===== config.mk =====
export PLATFORM = sky130hd
export DESIGN_NAME = mips_fetch_queue_flat
export DESIGN_NICKNAME = d
export VERILOG_FILES = /design/src/rtl/mips_fetch_queue_if.sv /design/src/rtl/mips_fetch_queue.sv /design/src/flat_wrapper.sv
export SDC_FILE = /design/constraint.sdc
export NUM_CORES = 1
export LEC_CHECK = 0
export CAP_MARGIN = 15
export CORE_UTILIZATION = 45
export DETAILED_ROUTE_END_ITERATION = 10
export DONT_BUFFER_PORTS = 1
export GPL_ROUTABILITY_DRIVEN = 0
export PLACE_DENSITY = 0.68
export SYNTH_ARGS = -nofsm -noshare
export SYNTH_HDL_FRONTEND = slang
export SYNTH_SLANG_ARGS = --single-unit

===== constraint.sdc =====
create_clock -name clk1 -period 8 [get_ports clk1]
set_input_delay 2 -clock clk1 [delete_from_list [all_inputs] [get_ports clk1]]
set_output_delay 2 -clock clk1 [all_outputs]
set_load 0.01 [all_outputs]

===== src/rtl/mips_fetch_queue_if.sv =====
// Fetch-queue handshake bundle: imem request/response, redirect/halt, ID port.
// The master modport is the fetch queue; the slave side is memory plus ID/EX.
interface mips_fetch_queue_if #(
  parameter int AW = 10
);
  logic          imem_req_valid;
  logic [AW-1:0] imem_req_addr;
  logic          imem_req_ready;
  logic          imem_rsp_valid;
  logic [31:0]   imem_rsp_data;
  logic          redirect_valid;
  logic [AW-1:0] redirect_pc;
  logic          halt;
  logic          if_valid;
  logic [31:0]   if_ir;
  logic [31:0]   if_npc;
  logic          if_ready;

  modport master (
    output imem_req_valid, imem_req_addr,
    input  imem_req_ready,
    input  imem_rsp_valid, imem_rsp_data,
    input  redirect_valid, redirect_pc, halt,
    output if_valid, if_ir, if_npc,
    input  if_ready
  );

  modport slave (
    input  imem_req_valid, imem_req_addr,
    output imem_req_ready,
    output imem_rsp_valid, imem_rsp_data,
    output redirect_valid, redirect_pc, halt,
    input  if_valid, if_ir, if_npc,
    output if_ready
  );
endinterface


===== src/rtl/mips_fetch_queue.sv =====
// MIPS32 fetch front end: credit-limited imem requests, in-order response FIFO.
// Optional stall/flush counters when MIPS_FETCHQ_STATS_EN is defined.
module mips_fetch_queue #(
  parameter int DEPTH = 4,
  parameter int AW    = 10
) (
  input logic clk1,
  input logic rst,
  mips_fetch_queue_if.master bus
`ifdef MIPS_FETCHQ_STATS_EN
  ,
  output logic [15:0] stall_cnt,
  output logic [15:0] flush_cnt
`endif
);
  localparam int PW = $clog2(DEPTH);
  localparam int CW = PW + 1;
  localparam logic [CW:0] LIM = (CW+1)'(DEPTH);

  logic [AW-1:0] r_pc;
  logic [AW-1:0] r_rsp_pc;
  logic [31:0]   r_ir [DEPTH];
  logic [AW-1:0] r_na [DEPTH];
  logic [PW-1:0] r_rd;
  logic [PW-1:0] r_wr;
  logic [CW-1:0] r_cnt;
  logic [CW-1:0] r_out;
  logic [CW-1:0] r_drop;

  logic          w_redir;
  logic          w_rsp;
  logic [CW:0]   w_used;
  logic          w_req;
  logic          w_fire;
  logic          w_iv;
  logic          w_pop;
  logic          w_push;
  logic [CW-1:0] w_out_left;

  assign w_redir = bus.redirect_valid;
  assign w_rsp   = bus.imem_rsp_valid;

  // queued entries plus in-flight requests never exceed DEPTH
  assign w_used = {1'b0, r_cnt} + {1'b0, r_out};
  assign w_req  = !rst && !bus.halt && !w_redir
                  && (w_used < LIM);
  assign w_fire = w_req && bus.imem_req_ready;

  assign w_iv   = !rst && !w_redir && (r_cnt != '0);
  assign w_pop  = w_iv && bus.if_ready;
  assign w_push = !w_redir && w_rsp
                  && (r_drop == '0);

  assign w_out_left = r_out - CW'(w_rsp);

  assign bus.imem_req_valid = w_req;
  assign bus.imem_req_addr  = r_pc;
  assign bus.if_valid       = w_iv;
  assign bus.if_ir  = w_iv ? r_ir[r_rd] : 32'h0;
  assign bus.if_npc = w_iv ? 32'(r_na[r_rd]) : 32'h0;

  always_ff @(posedge clk1 or posedge rst) begin
    if (rst) begin
      r_pc     <= '0;
      r_rsp_pc <= '0;
      r_rd     <= '0;
      r_wr     <= '0;
      r_cnt    <= '0;
      r_out    <= '0;
      r_drop   <= '0;
    end else if (w_redir) begin
      // responses still owed to memory are discarded on arrival
      r_pc     <= bus.redirect_pc;
      r_rsp_pc <= bus.redirect_pc;
      r_rd     <= '0;
      r_wr     <= '0;
      r_cnt    <= '0;
      r_out    <= w_out_left;
      r_drop   <= w_out_left;
    end else begin
      if (w_fire)
        r_pc <= r_pc + AW'(1);
      r_out <= w_out_left + CW'(w_fire);
      if (w_rsp && (r_drop != '0))
        r_drop <= r_drop - CW'(1);
      if (w_push) begin
        r_rsp_pc <= r_rsp_pc + AW'(1);
        r_wr     <= r_wr + PW'(1);
      end
      if (w_pop)
        r_rd <= r_rd + PW'(1);
      r_cnt <= r_cnt + CW'(w_push) - CW'(w_pop);
    end
  end

  always_ff @(posedge clk1) begin
    if (w_push) begin
      r_ir[r_wr] <= bus.imem_rsp_data;
      r_na[r_wr] <= r_rsp_pc + AW'(1);
    end
  end

`ifdef MIPS_FETCHQ_STATS_EN
  logic [15:0] r_stall;
  logic [15:0] r_flush;

  always_ff @(posedge clk1 or posedge rst) begin
    if (rst) begin
      r_stall <= '0;
      r_flush <= '0;
    end else begin
      if (!w_iv && !bus.halt && (r_stall != 16'hFFFF))
        r_stall <= r_stall + 16'd1;
      if (w_redir && (r_flush != 16'hFFFF))
        r_flush <= r_flush + 16'd1;
    end
  end

  assign stall_cnt = r_stall;
  assign flush_cnt = r_flush;
`endif
endmodule


===== src/flat_wrapper.sv =====
// flat-port wrapper written by rule: the top's interface ports become plain ports
module mips_fetch_queue_flat 
#(
  parameter int DEPTH = 4,
  parameter int AW    = 10
)
  (clk1, rst, bus_imem_req_valid, bus_imem_req_addr, bus_imem_req_ready, bus_imem_rsp_valid, bus_imem_rsp_data, bus_redirect_valid, bus_redirect_pc, bus_halt, bus_if_valid, bus_if_ir, bus_if_npc, bus_if_ready);
  mips_fetch_queue_if #(.AW(AW)) bus_i ();
  input logic clk1;
  input logic rst;
  output wire logic [$bits(bus_i.imem_req_valid)-1:0] bus_imem_req_valid;
  output wire logic [$bits(bus_i.imem_req_addr)-1:0] bus_imem_req_addr;
  input wire logic [$bits(bus_i.imem_req_ready)-1:0] bus_imem_req_ready;
  input wire logic [$bits(bus_i.imem_rsp_valid)-1:0] bus_imem_rsp_valid;
  input wire logic [$bits(bus_i.imem_rsp_data)-1:0] bus_imem_rsp_data;
  input wire logic [$bits(bus_i.redirect_valid)-1:0] bus_redirect_valid;
  input wire logic [$bits(bus_i.redirect_pc)-1:0] bus_redirect_pc;
  input wire logic [$bits(bus_i.halt)-1:0] bus_halt;
  output wire logic [$bits(bus_i.if_valid)-1:0] bus_if_valid;
  output wire logic [$bits(bus_i.if_ir)-1:0] bus_if_ir;
  output wire logic [$bits(bus_i.if_npc)-1:0] bus_if_npc;
  input wire logic [$bits(bus_i.if_ready)-1:0] bus_if_ready;
  assign bus_imem_req_valid = bus_i.imem_req_valid;
  assign bus_imem_req_addr = bus_i.imem_req_addr;
  assign bus_i.imem_req_ready = bus_imem_req_ready;
  assign bus_i.imem_rsp_valid = bus_imem_rsp_valid;
  assign bus_i.imem_rsp_data = bus_imem_rsp_data;
  assign bus_i.redirect_valid = bus_redirect_valid;
  assign bus_i.redirect_pc = bus_redirect_pc;
  assign bus_i.halt = bus_halt;
  assign bus_if_valid = bus_i.if_valid;
  assign bus_if_ir = bus_i.if_ir;
  assign bus_if_npc = bus_i.if_npc;
  assign bus_i.if_ready = bus_if_ready;
  mips_fetch_queue #(.DEPTH(DEPTH), .AW(AW)) u_core (.clk1(clk1), .rst(rst), .bus(bus_i));
endmodule

# After elaboration in Yosys (flattened, before gate mapping)
# Memory sizes are Yosys's and may differ from the RTL's.
# Cells that the tools add are included.
[classes]
eq_ne = 0
bitwise = 0
n_addsub = 10
n_mux = 16
magnitude_cmp = 1
reduce_logical = 20
shifts = 0
mul = 0
div_mod_pow = 0
[op_table]
columns = ["op", "n"]
rows = [
  ["$mux W10", 5],
  ["$mux W32", 1],
  ["$add A10 B1 Y10 const B", 2],
  ["$mux W3", 4],
  ["$logic_and A1 B1 Y1", 10],
  ["$mux W2", 4],
  ["$reduce_bool A2 Y1", 4],
  ["$add A3 B1 Y3", 2],
  ["$reduce_bool A3 Y1", 2],
  ["$sub A3 B1 Y3", 2],
  ["$add A2 B1 Y2 const B", 2],
  ["$add A3 B3 Y4", 1],
  ["$lt A4 B3 Y1 const B", 1],
  ["$logic_not A1 Y1", 3],
  ["$logic_not A3 Y1", 1],
  ["$sub A3 B1 Y3 const B", 1],
  ["$mux W1", 2],
]
[word_totals]
out_inout_bits = 76
latch_bits = 0
elab_cells = 56
mem_count = 2
reg_bits = 33
rom_bits = 0
ramBits = 168
input_bits = 49
[memory_table]
columns = ["memory", "depth", "word_bits", "rd", "rd_clocked_by_memory_dff", "wr", "line", "source"]
rows = [
  ["u_core.r_ir", 4, 32, 1, 0, 1, "mips_fetch_queue.sv:22", "logic [31:0] r_ir [DEPTH];"],
  ["u_core.r_na", 4, 10, 1, 0, 1, "mips_fetch_queue.sv:23", "logic [AW-1:0] r_na [DEPTH];"],
]

# Depth between registers and ports, before layout
[depth]
ltp_word = 7
mapped_depth = 11
depth_no_buf = 9

# Worst setup path before layout
# Ideal clock, no wire load.
[synth_timing]
path_kind = "input to output"
start = "input port bus_redirect_valid"
end = "output port bus_if_ir[22]"
required_ns = 6.000
t_arrival_ns = 2.953
setup_slack_ns = 3.047
stages = 5
path_cell_list = "buf_2 -> nor2_1 -> clkbuf_1 -> clkbuf_1 -> and3_1"
[synth_between]
elab_chain_cells = 4
[synth_lines]
columns = ["item", "line", "source"]
rows = [
  ["from (decl)", "flat_wrapper.sv:16", "input wire logic [$bits(bus_i.redirect_valid)-1:0] bus_redirect_valid;"],
  ["$logic_not A1 Y1", "mips_fetch_queue.sv:49", "assign w_iv = !rst && !w_redir && (r_cnt != '0);"],
  ["$logic_and A1 B1 Y1 (2 in a row)", "mips_fetch_queue.sv:49", ""],
  ["$mux W32", "mips_fetch_queue.sv:59", "assign bus.if_ir = w_iv ? r_ir[r_rd] : 32'h0;"],
  ["to (decl)", "flat_wrapper.sv:20", "output wire logic [$bits(bus_i.if_ir)-1:0] bus_if_ir;"],
]
# Every way passes these cells.

# Final worst setup path
[layout_timing]
start = "input port rst"
end = "output port bus_if_ir[31]"
[layout_between]
elab_chain_cells = 4
[layout_lines]
columns = ["item", "line", "source"]
rows = [
  ["from (decl)", "flat_wrapper.sv:10", "input logic rst;"],
  ["$logic_not A1 Y1", "mips_fetch_queue.sv:49", ""],
  ["$logic_and A1 B1 Y1 (2 in a row)", "mips_fetch_queue.sv:49", ""],
  ["$mux W32", "mips_fetch_queue.sv:59", ""],
]
# Every way passes these cells.

==> impl_metrics.csv <==
group,metric,value,unit
layout,areaGrowthSynthToFinish,8.73,%
critical_path,critical_path.max_stage_delay,0.69,ns
layout,layout_commonest_cell,"edfxtp_1",
sta,fin_crit_sh,63.4,%
critical_path,slowest_stage,"nor2_4",
power_and_ir_drop,power_switching_share,23.7,%
sta,setup_viol,0,
grt,antenna_found_initial,0,
floorplan,fp.dieH,140,µm
hold_path,hold_class,"reg -> reg",
clocking,post_cts_buffers,0,
yosys,yosysSeqAreaShare,68.4,%
yosys,synth_seq_cells,201,
power_and_ir_drop,net-switching-power,0.000557,W
routing,avgViaCountPerCell,5.53,
critical_path,cp_num_cells,2,
sta,finClkSkew,0.00825,ns
placed_design,placement.io_buffers,0,
critical_path,crit_path_start_kind,"primary input",
critical_path,r2r_slack,5.34,ns
grt,grt_use_met1,20.4,%
sta,relSlewSlack,23.7,%
floorplan,core_area,18700,µm²
sta,fmax,197,MHz
yosys,syn_inst,514,
critical_path,worstPathArrival,3.07,ns
critical_path,cp.required,6.00,ns
power_and_ir_drop,vdd.ir_drop.worst,0.000115,V
power_and_ir_drop,leakagePower,3.30,nW
critical_path,endpoint_kind,"output pin",
placed_design,post-place-cells,725,
placed_design,dp_hpwl,9.16,mm
sta,post-route-min-period,5.07,ns
run_status,status,"finished clean",
power_and_ir_drop,power.density,252,nW/µm²
grt,grtUsageTotal,15.8,%
clocking,root_buffer,"clkbuf_16",
routing,firstDrtPassIters,4,
clocking,clkTransAtPathRegs,0.06,ns
routing,drt-total-wl,15.2,mm
layout,final_util,49.9,%
yosys,ys.warnings.count,0,
routing,wire_per_inst,20.0,µm
sta,hold_violations,0,
sta,finalSetupTns,0,ns
layout,multi_input_comb_area,2450,µm²
power_and_ir_drop,pwr-share-comb,10.9,%
critical_path,path_class,"in -> out",
layout,antennaDiodeCount,0,
layout,layout_common_cells,"168 x edfxtp_1, 45 x and3_1, 42 x mux4_2",
layout,n_fill_cell,1522,
routing,ant_nets,0,
power_and_ir_drop,seq_power_share,52.7,%
grt,grt_pass1_vias,4389,
power_and_ir_drop,internal_power,0.00180,W
grt,grt_use_met3,4.51,%
yosys,syn_area,8580,µm²
routing,vias,4199,
critical_path,reg2reg_to,"u_core.r_ir[3][10]",
yosys,yosys.area.top_type,"edfxtp_1",
layout,drive_gt1_share,16.2,%
critical_path,crit_chain,"nor2_4 > and3_1",
floorplan,dieArea,19600,µm²
job,max-cap-violations,0,
floorplan,rows,50,
grt,overflow,0,
clocking,hold_buffers,0,
critical_path,critPathLaunch,"rst",
sta,rsz0062_at_grt,"no",
layout,final_cells,760,
yosys,syn_avg_cell_area,16.7,µm²
grt,grt_pass1_wl,23.9,mm
clocking,clock_latency,0.48,ns
grt,grt.busiest_layer,"met2",
routing,remaining_drc_errors,0,
yosys,synth_top_area_share,58.8,%
floorplan,io_pins,125,
yosys,ys_top_cells_by_area,"edfxtp_1 59%, mux4_2 11%, dfrtp_1 9.6%",
sta,holdWs,0.610,ns
floorplan,floorplan.initialDensity,45.9,%
critical_path,worstSetupEndpoint,"bus_if_ir[31]",
sta,slew_violations,0,
yosys,synth_cell_type_count,43,
clocking,tritoncts,"done",
critical_path,cp_max_fo,47,
grt,grtUsageMet2,26.4,%
clocking,cts.path.max_buffers,3,
layout,final_nets,580,
floorplan,die_x,140,µm
clocking,cts_buffers,21,
critical_path,critPathBufInv,0,
sta,worst_slew_pin_slew,1.14,ns
routing,drt_iter0_drc,283,
clocking,post_cts_resized,0,
critical_path,reg2reg_from,"u_core.r_drop[0]",
layout,seq_area,5880,µm²
clocking,htree_levels,1,
clocking,cts.sinks,201,
critical_path,r2r.worst_path.cells,6,
grt,grt_max_degree,48,
critical_path,path_delay_family,"simple AND/OR/NAND/NOR gates",
power_and_ir_drop,clock_power_share,36.5,%
==> layout make-up <==
type / instances / area share, %
sequential: 201 / 63.0
clock inverter: 3 / 0.201
timing repair buffer: 6 / 0.483
inverter: 19 / 0.764
multi-input combinational: 265 / 26.3
tap: 234 / 3.14
clock buffer: 32 / 6.18
==> logic make-up after synthesis <==
family | count (synthesis) | share of synthesized area (%)
compound gates | 26 | 2.01
xor+xnor | 26 | 2.65
fa+ha+maj | 17 | 2.57
buf+inv | 69 | 4.10
flops | 201 | 68.4
mux | 52 | 12.2
other cells | 1 | 0.0437
simple gates | 122 | 8.02
==> registers in the layout (all words and copies together) (netlist names) <==
| signal | count |
|---|---|
| u_core.r_ir | 128 |
| u_core.r_na | 40 |
| u_core.bus.imem_req_addr | 10 |
| u_core.r_rsp_pc | 10 |
| u_core.r_cnt | 3 |
| u_core.r_drop | 3 |
| u_core.r_out | 3 |
| u_core.r_rd | 2 |
| u_core.r_wr | 2 |
==> power by group through the flow <==
stage | Clock, W | Sequential (W) | Combinational, W
after floorplan | 0 | 0.00124 | 0.000222
after global placement | 0 | 0.00126 | 0.000248
after detailed placement | 0 | 0.00126 | 0.000261
after CTS | 0.000883 | 0.00124 | 0.000262
after global routing | 0.000925 | 0.00125 | 0.000287
final | 0.000858 | 0.00124 | 0.000255
==> stage by stage <==
| step | power, W | setup WS [ns] | area (µm²) |
|---|---|---|---|
| floorplan | 0.00147 | 3.05 | 8660 |
| global placement | 0.00151 | 2.97 | 8740 |
| detailed placement | 0.00152 | 2.89 | 8740 |
| CTS | 0.00239 | 2.89 | 9330 |
| global route | 0.00246 | 2.81 | 9330 |
| finish | 0.00235 | 2.93 | 9330 |
==> cell usage after synthesis (all sizes together) <==
master,count
o31ai,2
nor2b,2
ha,16
nor3b,2
mux2,2
or3,3
nand3,10
xor2,10
conb,1
nor3,8
o21ai,7
a31oi,3
nor4,4
dfrtp,33
and3,45
a221o,4
clkbuf,20
buf,30
mux2i,8
edfxtp,168
a21oi,6
a221oi,1
and4,1
a311o,1
nand4,3
or4,2
o211ai,2
inv,19
mux4,42
nor2,18
xnor2,16
fa,1
nand2,17
and2,5
nand2b,1
nand3b,1
==> metal layers <==
metal  wire (µm)  vias up  share of wire, %
li1            -     1930                 -
met1        6550     2127                43
met2        7330      127                48
met3        1110       15               7.3
met4         180        0               1.2
met5           0        -                 0
==> tightest hold or removal path: cells and delay by family (launching register included) <==
kind | cells | cell delay (ns)
flip-flops | 1 | 0.39
AND/OR/NAND/NOR | 1 | 0.09
multiplexers | 1 | 0.09
==> how the worst min path moves through the flow <==
| stage | depth (start not counted) | from | to |
|---|---|---|---|
| floorplan | 2 | u_core.r_wr[1] | u_core.r_wr[1] |
| global placement | 2 | u_core.r_wr[1] | u_core.r_wr[1] |
| detailed placement | 2 | u_core.r_rsp_pc[9] | u_core.r_rsp_pc[9] |
| CTS | 2 | u_core.r_rsp_pc[9] | u_core.r_rsp_pc[9] |
| global route | 2 | u_core.r_drop[2] | u_core.r_drop[2] |
| finish | 2 | u_core.r_wr[1] | u_core.r_wr[1] |
Power figures use the tool's default switching activity.
